## src/rtl/snn_pkg.sv

```systemverilog
// Shared constants and state encodings for the SNN input loader and its UART receiver.
package snn_pkg;

  localparam int IMG_BITS         = 784;
  localparam int ADDR_W           = 10;
  localparam int BAUD_DIV_DEFAULT = 434;

  typedef enum logic [2:0] {
    ST_IDLE,
    ST_UNPACK,
    ST_WAIT_BYTE,
    ST_START,
    ST_WAIT_DONE
  } loader_state_t;

  typedef enum logic [1:0] {
    RX_IDLE,
    RX_START,
    RX_DATA,
    RX_STOP
  } rx_state_t;

endpackage

```

## src/rtl/snn_input_loader_uart_rx.sv

```systemverilog
// 8N1 UART receiver, LSB first: 2-flop synchronizer, mid-bit sampling, stop-bit framing check.
module uart_rx
  import snn_pkg::*;
#(
  parameter int BAUD_DIV = BAUD_DIV_DEFAULT
) (
  input  logic       clk,
  input  logic       rst,
  input  logic       rxd,
  output logic       rx_valid,
  output logic [7:0] rx_byte,
  output logic       frame_err
);

  localparam logic [15:0] HALF_RELOAD = 16'(BAUD_DIV / 2 - 1);
  localparam logic [15:0] FULL_RELOAD = 16'(BAUD_DIV - 1);

  logic        rxd_meta_reg;
  logic        rxd_sync_reg;
  logic        rxd_prev_reg;
  rx_state_t   state_reg;
  logic [15:0] cnt_reg;
  logic [2:0]  bit_idx_reg;
  logic [7:0]  shift_reg;

  always_ff @(posedge clk or posedge rst) begin
    if (rst) begin
      rxd_meta_reg <= 1'b1;
      rxd_sync_reg <= 1'b1;
      rxd_prev_reg <= 1'b1;
      state_reg    <= RX_IDLE;
      cnt_reg      <= '0;
      bit_idx_reg  <= '0;
      shift_reg    <= '0;
      rx_valid     <= 1'b0;
      rx_byte      <= '0;
      frame_err    <= 1'b0;
    end else begin
      rxd_meta_reg <= rxd;
      rxd_sync_reg <= rxd_meta_reg;
      rxd_prev_reg <= rxd_sync_reg;
      rx_valid     <= 1'b0;
      frame_err    <= 1'b0;
      case (state_reg)
        RX_IDLE: begin
          if (rxd_prev_reg && !rxd_sync_reg) begin
            cnt_reg   <= HALF_RELOAD;
            state_reg <= RX_START;
          end
        end
        RX_START: begin
          if (cnt_reg != 16'd0) begin
            cnt_reg <= cnt_reg - 16'd1;
          end else if (rxd_sync_reg) begin
            // line back high at mid start bit: a glitch, not a character
            state_reg <= RX_IDLE;
          end else begin
            cnt_reg     <= FULL_RELOAD;
            bit_idx_reg <= '0;
            state_reg   <= RX_DATA;
          end
        end
        RX_DATA: begin
          if (cnt_reg != 16'd0) begin
            cnt_reg <= cnt_reg - 16'd1;
          end else begin
            shift_reg   <= {rxd_sync_reg, shift_reg[7:1]};
            cnt_reg     <= FULL_RELOAD;
            bit_idx_reg <= bit_idx_reg + 3'd1;
            if (bit_idx_reg == 3'd7) begin
              state_reg <= RX_STOP;
            end
          end
        end
        RX_STOP: begin
          if (cnt_reg != 16'd0) begin
            cnt_reg <= cnt_reg - 16'd1;
          end else begin
            if (rxd_sync_reg) begin
              rx_valid <= 1'b1;
              rx_byte  <= shift_reg;
            end else begin
              frame_err <= 1'b1;
            end
            state_reg <= RX_IDLE;
          end
        end
        default: state_reg <= RX_IDLE;
      endcase
    end
  end

endmodule

```

## src/rtl/snn_input_loader.sv

```systemverilog
// Loads a UART-delivered binary image into the SNN input RAM bit by bit, then starts the core.
// Optional inter-byte timeout is enabled by defining LOADER_TIMEOUT_EN.
module snn_input_loader #(
  parameter int BAUD_DIV       = snn_pkg::BAUD_DIV_DEFAULT,
  parameter int IMG_BITS       = snn_pkg::IMG_BITS,
  parameter int ADDR_W         = snn_pkg::ADDR_W,
  parameter int TIMEOUT_CYCLES = 5_000_000
) (
  input  logic              clk,
  input  logic              rst,
  input  logic              rxd,
  output logic              ram_data,
  output logic [ADDR_W-1:0] ram_addr,
  output logic              ram_we,
  output logic              start,
  input  logic              core_done,
  output logic              busy,
  output logic              frame_err,
  output logic              overrun,
  output logic              timeout
);
  import snn_pkg::*;

  localparam int                BI_W      = ADDR_W - 3;
  localparam logic [ADDR_W-1:0] LAST_ADDR = ADDR_W'(IMG_BITS - 1);

  logic        rx_valid;
  logic [7:0]  rx_byte;

  uart_rx #(
    .BAUD_DIV (BAUD_DIV)
  ) u_rx (
    .clk       (clk),
    .rst       (rst),
    .rxd       (rxd),
    .rx_valid  (rx_valid),
    .rx_byte   (rx_byte),
    .frame_err (frame_err)
  );

  loader_state_t     state_reg;
  logic [BI_W-1:0]   byte_idx_reg;
  logic [7:0]        byte_reg;
  logic [7:0]        hold_reg;
  logic              hold_valid_reg;
  logic [2:0]        bit_k_reg;
  logic              busy_reg;
  logic              start_reg;
  logic              we_reg;
  logic [ADDR_W-1:0] addr_reg;
  logic              data_reg;
  logic              overrun_reg;

  logic              unpack_last;
  logic              img_last;
  logic [BI_W-1:0]   idx_inc;
  logic              load_en;
  logic [7:0]        load_byte;
  logic [BI_W-1:0]   load_idx;

  assign unpack_last = (bit_k_reg == 3'd7);
  assign img_last    = (addr_reg == LAST_ADDR);
  assign idx_inc     = byte_idx_reg + 1'b1;

  // A new byte begins unpacking either from the receiver or, back to back, from the holding register.
  always_comb begin
    load_en   = 1'b0;
    load_byte = rx_byte;
    load_idx  = byte_idx_reg;
    case (state_reg)
      ST_IDLE: begin
        load_en  = rx_valid;
        load_idx = '0;
      end
      ST_WAIT_BYTE: load_en = rx_valid;
      ST_UNPACK: begin
        if (unpack_last && !img_last) begin
          load_idx = idx_inc;
          if (hold_valid_reg) begin
            load_en   = 1'b1;
            load_byte = hold_reg;
          end else begin
            load_en = rx_valid;
          end
        end
      end
      default: ;
    endcase
  end

`ifdef LOADER_TIMEOUT_EN
  localparam logic [31:0] TIMER_LIMIT = 32'(TIMEOUT_CYCLES - 1);
  logic [31:0] timer_reg;
  logic        timeout_reg;
`endif

  always_ff @(posedge clk or posedge rst) begin
    if (rst) begin
      state_reg      <= ST_IDLE;
      byte_idx_reg   <= '0;
      byte_reg       <= '0;
      hold_reg       <= '0;
      hold_valid_reg <= 1'b0;
      bit_k_reg      <= '0;
      busy_reg       <= 1'b0;
      start_reg      <= 1'b0;
      we_reg         <= 1'b0;
      addr_reg       <= '0;
      data_reg       <= 1'b0;
      overrun_reg    <= 1'b0;
`ifdef LOADER_TIMEOUT_EN
      timer_reg      <= '0;
      timeout_reg    <= 1'b0;
`endif
    end else begin
      start_reg <= 1'b0;
`ifdef LOADER_TIMEOUT_EN
      timeout_reg <= 1'b0;
      timer_reg   <= '0;
`endif
      case (state_reg)
        ST_IDLE: byte_idx_reg <= '0;
        ST_UNPACK: begin
          if (!unpack_last) begin
            bit_k_reg <= bit_k_reg + 3'd1;
            addr_reg  <= addr_reg + 1'b1;
            data_reg  <= byte_reg[1];
            byte_reg  <= {1'b0, byte_reg[7:1]};
            if (rx_valid) begin
              if (hold_valid_reg) begin
                overrun_reg <= 1'b1;
              end else begin
                hold_reg       <= rx_byte;
                hold_valid_reg <= 1'b1;
              end
            end
          end else begin
            we_reg   <= 1'b0;
            addr_reg <= '0;
            if (img_last) begin
              // image complete: anything still arriving belongs to no image
              start_reg      <= 1'b1;
              byte_idx_reg   <= '0;
              hold_valid_reg <= 1'b0;
              state_reg      <= ST_START;
              if (hold_valid_reg || rx_valid) begin
                overrun_reg <= 1'b1;
              end
            end else begin
              byte_idx_reg <= idx_inc;
              state_reg    <= ST_WAIT_BYTE;
              if (hold_valid_reg) begin
                hold_valid_reg <= rx_valid;
                if (rx_valid) begin
                  hold_reg <= rx_byte;
                end
              end
            end
          end
        end
        ST_WAIT_BYTE: begin
`ifdef LOADER_TIMEOUT_EN
          if (!rx_valid) begin
            if (timer_reg == TIMER_LIMIT) begin
              timeout_reg  <= 1'b1;
              byte_idx_reg <= '0;
              busy_reg     <= 1'b0;
              state_reg    <= ST_IDLE;
            end else begin
              timer_reg <= timer_reg + 32'd1;
            end
          end
`endif
        end
        ST_START: begin
          state_reg <= ST_WAIT_DONE;
          if (rx_valid) begin
            overrun_reg <= 1'b1;
          end
        end
        ST_WAIT_DONE: begin
          if (rx_valid) begin
            overrun_reg <= 1'b1;
          end
          if (core_done) begin
            busy_reg  <= 1'b0;
            state_reg <= ST_IDLE;
          end
        end
        default: state_reg <= ST_IDLE;
      endcase

      if (load_en) begin
        busy_reg  <= 1'b1;
        state_reg <= ST_UNPACK;
        we_reg    <= 1'b1;
        addr_reg  <= {load_idx, 3'b000};
        data_reg  <= load_byte[0];
        byte_reg  <= load_byte;
        bit_k_reg <= '0;
      end
    end
  end

  assign ram_data = data_reg;
  assign ram_addr = addr_reg;
  assign ram_we   = we_reg;
  assign start    = start_reg;
  assign busy     = busy_reg;
  assign overrun  = overrun_reg;
`ifdef LOADER_TIMEOUT_EN
  assign timeout  = timeout_reg;
`else
  assign timeout  = 1'b0;
`endif

endmodule

```

## config.mk

```make
export PLATFORM = sky130hd
export DESIGN_NAME = snn_input_loader
export DESIGN_NICKNAME = d
export VERILOG_FILES = /design/src/rtl/snn_pkg.sv /design/src/rtl/snn_input_loader_uart_rx.sv /design/src/rtl/snn_input_loader.sv
export SDC_FILE = /design/constraint.sdc
export NUM_CORES = 1
export LEC_CHECK = 0
export ABC_AREA = 1
export ABC_CLOCK_PERIOD_IN_PS = 4500
export BUFFER_PORTS_ARGS = -buffer_cell sky130_fd_sc_hd__buf_2
export CAP_MARGIN = 15
export CORE_ASPECT_RATIO = 1.1
export CORE_UTILIZATION = 65
export CTS_BUF_LIST = sky130_fd_sc_hd__clkbuf_4 sky130_fd_sc_hd__clkbuf_8
export DETAILED_ROUTE_END_ITERATION = 16
export PLACE_DENSITY = 0.92
export SETUP_SLACK_MARGIN = 0.1
export SLEW_MARGIN = 20
export SYNTH_ARGS = -nofsm -noshare
export SYNTH_HDL_FRONTEND = slang
export SYNTH_SLANG_ARGS = --single-unit
```

## constraint.sdc

```tcl
create_clock -name clk -period 4.5 [get_ports clk]
set_clock_uncertainty 0.1 [all_clocks]
set_input_delay 0.45 -clock clk [delete_from_list [all_inputs] [get_ports clk]]
set_output_delay 0.45 -clock clk [all_outputs]
set_load 0.01 [all_outputs]
```

After elaboration in Yosys (flattened, before gate mapping):

Index checks and enable logic that the tools add are counted.

* $add $sub $neg: 5
* eq/ne operators: 30
* multiplexer cells: 75
* reductions and logical operators: 32
* bitwise gates (word level): 1

Operators with widths (number)
* $mux 8: 11
* $mux 16: 5
* $pmux 16 s4: 1
* $mux 1: 30
* $mux 10: 3
* $pmux 7 s2: 2
* $mux 3: 9
* $mux 7: 3
* $ne 3x3->1 const B: 6
* $reduce_bool 2->1: 9
* $reduce_bool 16->1: 1
* $sub 16x1->16 const B: 1
* $ne 2x2->1 const B: 7
* $mux 2: 6
* $ne 2x1->1 const B: 6
* $pmux 3 s4: 1
* $reduce_and 2->1: 6
* $add 10x1->10 const B: 1
* $eq 10x10->1 const B: 1
* $reduce_and 5->1: 2
* $eq 3x3->1 const B: 3
* $reduce_and 3->1: 3
* $pmux 2 s4: 1
* $add 7x1->7 const B: 1
* other kinds (17): 24

* output and inout port bits: 17
* flip-flop bits (word level): 87
* input port bits: 4
* logic and storage cells: 165

Depth between registers and ports, before layout:

Gate-level depths: netlist of run 1.

* depth after elaboration: 7
* gate-level depth with buffers: 13
* depth with buffers taken out: 12

By module:

From an unflattened synthesis of run 1, not the netlist that was laid out.

* cells, all modules: 664
* area total of the unflattened synthesis: 5087.4 µm²

By module, submodules not included
* snn_input_loader: times used 1, cells an instance 371, area an instance 2690.1 µm², sequential area each 1101.1 µm²
* uart_rx: times used 1, cells an instance 293, area an instance 2397.3 µm², sequential area each 1054.8 µm²

Least setup slack after synthesis of run 1:

OpenSTA, ideal clock, no wires.

* path kind: flip-flop to flip-flop
* from: register addr_reg[0] (netlist: ram_addr[0])
* to: register addr_reg[9] (netlist: ram_addr[9])
* buffers on the path: 1
* clock period less this slack: 1.755 ns
* data required time: 4.275 ns
* setup slack: 2.745 ns
* library setup time: 0.125 ns
* data arrival time: 1.530 ns
* cell stages (with the launch flop): 12
* path through: dfrtp_1 ha_1 nand2_1 nor2_4 inv_1 nor2_4 nor2_8 nand2_8 nand2_8 buf_12 nand2_1 nand3_1

* word-level cells in the longest chain between the ends: 6
* elaborated cells on any way between the ends: 12
* classes of those cells: add/sub (1); eq/ne (1); mux (7); reduce/logical (3)

RTL lines
* start, declared: line snn_input_loader.sv:50 `logic [ADDR_W-1:0] addr_reg;`
* start signal, assigned: line snn_input_loader.sv:126 `addr_reg <= addr_reg + 1'b1;`
* start signal, assigned: line snn_input_loader.sv:197 `addr_reg <= {load_idx, 3'b000};`
* branches (longest 6 deep; another with $add 10x1->10)

Parallel ways; which one is timed is not known. The select of a mux whose other input is x is not followed.
A chain may end at the register's enable or synchronous reset.

Worst setup path after layout of run 1:

* from: register bit_k_reg[0]
* to: register byte_reg[4]

* word-level cells in the longest chain between the ends: 6
* elaborated cells on any way between the ends: 10
* classes of those cells: eq/ne (2); mux (5); reduce/logical (3)

RTL lines
* start, declared: line snn_input_loader.sv:46 `logic [2:0] bit_k_reg;`
* start signal, assigned: line snn_input_loader.sv:125 `bit_k_reg <= bit_k_reg + 3'd1;`
* $eq 3x3->1 *: line snn_input_loader.sv:61 `assign unpack_last = (bit_k_reg == 3'd7);`
* $logic_and 1x1->1: line snn_input_loader.sv:77 `if (unpack_last && !img_last) begin`
* $mux 1: line snn_input_loader.sv:77
* $pmux 1 s2: line snn_input_loader.sv:70 `case (state_reg)`
* $ne 2x1->1 (no line) or $reduce_bool 2->1 (tied branches)
* $reduce_and 2->1 (no line)
* end signal, assigned: line snn_input_loader.sv:128 `byte_reg <= {1'b0, byte_reg[7:1]};`
* end signal, assigned: line snn_input_loader.sv:199 `byte_reg <= load_byte;`
* end, declared: line snn_input_loader.sv:43 `logic [7:0] byte_reg;`

Every way passes the cells marked *; elsewhere a longest branch is shown, timed or not.

==> results of run 1 <==
power groups by stage:
stage	sequential (mW)	clock, mW	combinational [mW]
detailed placement	0.955	0	0.760
finish	0.949	0.531	0.780
CTS	0.943	0.534	0.771
global placement	0.951	0	0.729
global route	0.956	0.563	0.881
floorplan	0.940	0	0.621
cell usage after synthesis (3+ instances only):
library cell / count / area [µm²]
nand2_4: 3 / 33.8
o21ai_1: 6 / 30.0
inv_2: 4 / 15.0
or2_2: 4 / 25.0
nand2_2: 3 / 18.8
nor2_1: 43 / 161
nand4_1: 22 / 138
clkbuf_1: 3 / 11.3
nand3_1: 56 / 280
o21ai_0: 55 / 275
nor2_2: 6 / 37.5
dfrtp_1: 83 / 2080
ha_1: 12 / 150
nand3_2: 7 / 70.1
xor2_1: 6 / 52.6
nor2_4: 6 / 67.6
dfstp_2: 3 / 78.8
nor3_1: 4 / 20.0
buf_2: 5 / 25.0
buf_4: 4 / 30.0
nand2_1: 200 / 751
inv_1: 73 / 274
a21oi_1: 7 / 35.0
o21bai_1: 7 / 52.6
kinds of logic (layout without fill, tap and decap cells):
family | Yosys count | count (layout) | share of synthesized area (%)
fa+ha+maj | 12 | 12 | 3.04
xor+xnor | 7 | 7 | 1.24
buf+inv | 93 | 114 | 8.13
flops | 86 | 86 | 43.7
other cells | 1 | 1 | 0.0760
simple gates | 360 | 360 | 34.4
compound gates | 84 | 84 | 9.48
cell type report:
| class | count | area share (%) |
|---|---|---|
| Tap cell | 85 | 2.03 |
| Clock buffer | 9 | 2.37 |
| Sequential cell | 86 | 41.2 |
| Multi-Input combinational cell | 464 | 45.5 |
| Timing Repair Buffer | 20 | 1.96 |
| Clock inverter | 7 | 1.22 |
| Inverter | 78 | 5.63 |
final timing paths:
path / start / end / slack (ps)
worst max-delay path: bit_k_reg[0] / byte_reg[4] / 2090
worst max register to register: bit_k_reg[0] / byte_reg[4] / 2090
worst min-delay path: rxd / u_rx.rxd_meta_reg / 60
worst min register to register: u_rx.rxd_meta_reg / u_rx.rxd_sync_reg / 260
min in group asynchronous: rst / byte_idx_reg[5] / 130
max in group asynchronous: rst / byte_reg[2] / 3260
metal layers:
metal  share of wire, %  wire length, µm
met1                 43             4600
met2                 48             5110
met3                4.9              523
met4                3.2              341
met5                  0                0
worst max-delay path: stages (launching register included):
cell     delay (ps)
dfrtp_1         380
ha_1            170
ha_1            650
nand2_4         200
inv_1            90
nand2_1         250
nand2_1         140
o21ai_1          80
nand2_1         120
nand3_1          90
==> reports/metrics.yaml, run 1 <==
drv_cap: 0
min-delay-path-class: "in -> reg"
final_nets: 675
irDropWorstVdd_uv: 370
grt_setup_unrepaired: "no"
internal-power_mw: 1.31
root_buffer: "clkbuf_8"
synth_area_um2: 4940
crit_path_max_fanout: 20
antenna-diode-count: 0
route.detailed.wl_per_inst_um: 14.1
final_layout_size_suffix_gt1_share_pct: 11.7
grtUsageMet3_pct: 4.15
grt_pass1_wl_mm: 18.2
fp.dieH_um: 93.4
dpl.cell_count: 733
power.static_leakage_nw: 2.65
critPathRequiredTime_ps: 4660
final_cell_mix: "200 x nand2_1, 83 x dfrtp_1, 72 x inv_1"
numClockSinks: 86
worst_hold_slack_ps: 64.5
finalSetupViolations: 0
postRouteAntennaNets: 0
ctsLongestPathBuffers: 2
grt_util_met1_pct: 36.4
synth-edff-count: 0
clock_input_transition_at_the_sequential_cells_of_the_worst_setup_and_hold_paths_ps: 90
drt_iter0_drc: 258
grt_pass1_vias: 4085
power_frac_clock_pct: 23.5
ctsHtreeMaxLevel: 3
finalCriticalPeriod_ps: 2410
antenna_found_initial: 0
netlist-cell-type-count: 39
floorplan.die_area_um2: 7950
critical_path_class: "reg -> reg"
postSynth.topFlopCell: "dfrtp_1"
area_growth_from_synthesis_to_final_layout_pct: 5.85
detail_route.vias_per_cell: 5.68
drv_slew: 0
track_usage_pct: 29.0
avgSynthCellArea_um2: 7.68
placement.cell_area_um2: 5040
clock_latency_ps: 380
power_per_cell_area_nw_per_um2: 432
cts.repair_timing.setup_buffer_count: 0
arrival_ps: 2570
max-slew-margin-rel_pct: 38.3
grt-busiest-layer: "met2"
row_count: 32
outcome: "finished, final reports clean"
type_of_element_capturing_the_critical_path: "flop"
report.power.total_mw: 2.26
final_design_area_no_fill_um2: 5230
route.final.wire_length_mm: 10.6
clock_tree_from_tritoncts: "built"
grt_start_max_net_pins: 58
regArea_um2: 2160
gp_congestion: 0.891
ys_seq_area_share_pct: 43.7
timing.final.ws_setup_ps: 2090
worst_setup_path_start_kind: "flop"
number_of_failing_hold_endpoints_at_the_final_stage: 0
switching_power_mw: 0.947
hold_path_depth: 1
global_route_met2_utilization_pct: 49.7
core_region_area_um2: 7170
mostFrequentLayoutCell: "nand2_1"
postSynthRegisterBits: 86
cts_made_buffers: 9
first_pass_iters: 6
cts_hold_buf: 0
ff2ff_path_depth: 9
dpl_worst_slack_ps: 2140
syn_nets: 659
grt_overflow_total: 0
multiInputGateArea_um2: 2380
cts.repair.resized: 0
initial_utilization_pct: 68.9
remaining_drc_errors: 0
i_o_pin_count: 21
final.period_utilization_pct: 53.5
nFillCells: 524
port-buffer-count: 19
layout.cells.non_filler: 749
power.switching_fraction_pct: 41.9
setup-tns-final_ps: 0
power.share.combinational_pct: 34.5
worst_pin_slew_ps: 924
utilization_pct: 72.9
achievable-frequency_mhz: 415
largest_register_ff_count: 16
detailedPlacementHpwl_mm: 7.55
postSynth.asyncResetShare_pct: 100
synth_cells: 643
pwr-share-seq_pct: 42.0
synth_warnings: 0
dieWidth_um: 85.1
vias: 4256
(Power assumes the default switching activity.)
==> run 2: changes to the inputs <==
Settings changed: ABC_CLOCK_PERIOD_IN_PS 4500 to 1950, CORE_UTILIZATION 65 to 58, PLACE_DENSITY 0.92 to 0.88.
Clock period 4.5 ns to 1.95 ns, I/O delays scaled along.
==> reports/metrics.yaml, run 2 (synthesis results as in run 1) <==
switching_power_mw: 2.48  # +160%
track_usage_pct: 26.8  # -2.2 points
utilization_pct: 71.1  # -1.8 points
row_count: 34  # +6.3%
postRouteAntennaNets: 0  # unchanged
type_of_element_capturing_the_critical_path: "flop"
final_cell_mix: "184 x nand2_1, 82 x dfrtp_1, 66 x inv_1"
final_layout_size_suffix_gt1_share_pct: 21.8  # +10 points
port-buffer-count: 19  # unchanged
report.power.total_mw: 5.87  # +160%
mostFrequentLayoutCell: "nand2_1"
clock_input_transition_at_the_sequential_cells_of_the_worst_setup_and_hold_paths_ps: 90  # about the same
route.detailed.wl_per_inst_um: 15.9  # +13%
drt_iter0_drc: 478  # +85%
clock_tree_from_tritoncts: "built"
gp_congestion: 0.922  # +3.5%
arrival_ps: 2160  # -410 ps
number_of_failing_hold_endpoints_at_the_final_stage: 0  # unchanged
final.period_utilization_pct: 101  # +47 points
grt_start_max_net_pins: 87  # +50%
irDropWorstVdd_uv: 871  # +140%
internal-power_mw: 3.39  # +160%
ff2ff_path_depth: 12  # +3
grt_setup_unrepaired: "yes"
worst_setup_path_start_kind: "flop"
drv_slew: 0  # unchanged
achievable-frequency_mhz: 509  # +23%
ctsHtreeMaxLevel: 3  # unchanged
floorplan.die_area_um2: 8890  # +12%
largest_register_ff_count: 16  # unchanged
detail_route.vias_per_cell: 5.80  # +2.1%
power.switching_fraction_pct: 42.3  # +0.36 points
grt_pass1_vias: 4233  # +3.6%
ctsLongestPathBuffers: 2  # unchanged
core_region_area_um2: 8080  # +13%
finalCriticalPeriod_ps: 1970  # -443 ps
critPathRequiredTime_ps: 2140  # -2520 ps
power.share.combinational_pct: 42.5  # +8.0 points
crit_end: "u_rx.cnt_reg[12]"
crit_path_max_fanout: 7  # -65%
final_nets: 712  # +5.5%
power_frac_clock_pct: 20.3  # -3.2 points
power_per_cell_area_nw_per_um2: 1020  # +140%
grt_overflow_total: 0  # unchanged
vias: 4694  # +10%
remaining_drc_errors: 0  # unchanged
worst_hold_slack_ps: 261  # +197 ps
route.final.wire_length_mm: 12.9  # +22%
power.static_leakage_nw: 2.86  # +8.1%
dieWidth_um: 90.0  # +5.7%
rr_startpoint: "u_rx.cnt_reg[1]"
detailedPlacementHpwl_mm: 7.63  # +0.96%
numClockSinks: 86  # unchanged
min-delay-path-class: "reg -> reg"
outcome: "finished, violations left"
regToRegEndpoint: "u_rx.cnt_reg[12]"
clock_latency_ps: 370  # about the same
finalSetupViolations: 1  # +1
setup.worst_path.start: "u_rx.cnt_reg[1]"
root_buffer: "clkbuf_8"
timing.final.ws_setup_ps: -15.1  # -2110 ps
pwr-share-seq_pct: 37.2  # -4.8 points
critical_path_class: "reg -> reg"
cts_made_buffers: 9  # unchanged
area_growth_from_synthesis_to_final_layout_pct: 16.4
initial_utilization_pct: 61.1  # -7.8 points
reg2reg_slack_ps: -20  # -2110 ps
antenna-diode-count: 0  # unchanged
i_o_pin_count: 21  # unchanged
grt_pass1_wl_mm: 19.4  # +6.7%
antenna_found_initial: 0  # unchanged
violations_in_the_final_reports: "negative setup slack"
first_pass_iters: 5  # -1
fp.dieH_um: 98.8  # +5.7%
drv_cap: 0  # unchanged
==> run 2: cell types whose count changed in the layout (fill, tap and decap cells not counted), moves of 5 or more <==
cell,delta
buf_4,+28
nand2_1,-16
nand2_2,+13
o21ai_0,-11
o21ai_1,+7
inv_1,-6
nor2_1,-6
ha_1,-5
nand2_4,+5
==> run 2: how the worst min path moves through the flow <==
stage               cells after the start                end  slack, ps              start
detailed placement                      1  u_rx.rxd_meta_reg        200                rxd
floorplan                               0  u_rx.rxd_meta_reg        100                rxd
global placement                        1  u_rx.rxd_meta_reg        200                rxd
finish                                  0  u_rx.rxd_sync_reg        260  u_rx.rxd_meta_reg
global route                            0  u_rx.rxd_sync_reg        260  u_rx.rxd_meta_reg
CTS                                     0  u_rx.rxd_sync_reg        260  u_rx.rxd_meta_reg
==> run 2: repair_timing <==
| action | CTS | global route |
|---|---|---|
| gates cloned | 0 | 3 |
| setup endpoints to repair | 33 | 58 |
| hold endpoints to repair | 85 | 0 |
| hold buffers | 3 | 0 |
| setup buffers | 6 | 11 |
| resized for setup | 7 | 59 |
| pin swaps | 10 | 26 |
==> run 2: stage by stage <==
stage	setup WS [ps]	cell area, µm²	instances	TNS, ps
6_report	-15.1	5750	809	-15.1
5_1_grt	-95.8	5750	809	-925
4_1_cts	102	5470	795	0
3_5_place_dp	0.973	5200	770	0
3_3_place_gp	90.3	5200	770	0
2_1_floorplan	195	4940	643	0
==> run 2: area by class of cell <==
| class | count | area [µm²] |
|---|---|---|
| timing repair buffer | 54 | 394 |
| clock buffer | 12 | 146 |
| multi-input combinational | 467 | 2580 |
| tap | 108 | 135 |
| inverter | 78 | 304 |
| clock inverter | 4 | 31.3 |
| sequential | 86 | 2160 |
| fill | 580 | 2330 |
==> run 2: metal layers <==
metal	routed length [µm]	up-vias	part of all wire, %	track usage [%]
li1	-	2188	-	-
met1	5120	2213	40	34.2
met2	6470	244	50	45.3
met3	848	49	6.6	4.32
met4	445	0	3.5	12.0
met5	0	-	0	0
==> run 2: critical path: stages, from the launching register on <==
cell	delay, ps
dfrtp_1	420
inv_2	100
ha_4	140
inv_2	40
nor2_4	100
nand2_2	60
nor2_4	210
nand3_4	150
nand2_4	150
clkinvlp_4	170
nand2_1	100
nand2_1	50
nor2_1	110
==> run 2: power by group through the flow <==
stage	registers (mW)	logic (mW)	clock network [mW]
2_1_floorplan	2.17	1.43	0
3_3_place_gp	2.18	1.83	0
3_5_place_dp	2.19	1.89	0
4_1_cts	2.16	2.04	1.18
5_1_grt	2.20	2.73	1.28
6_report	2.18	2.49	1.19
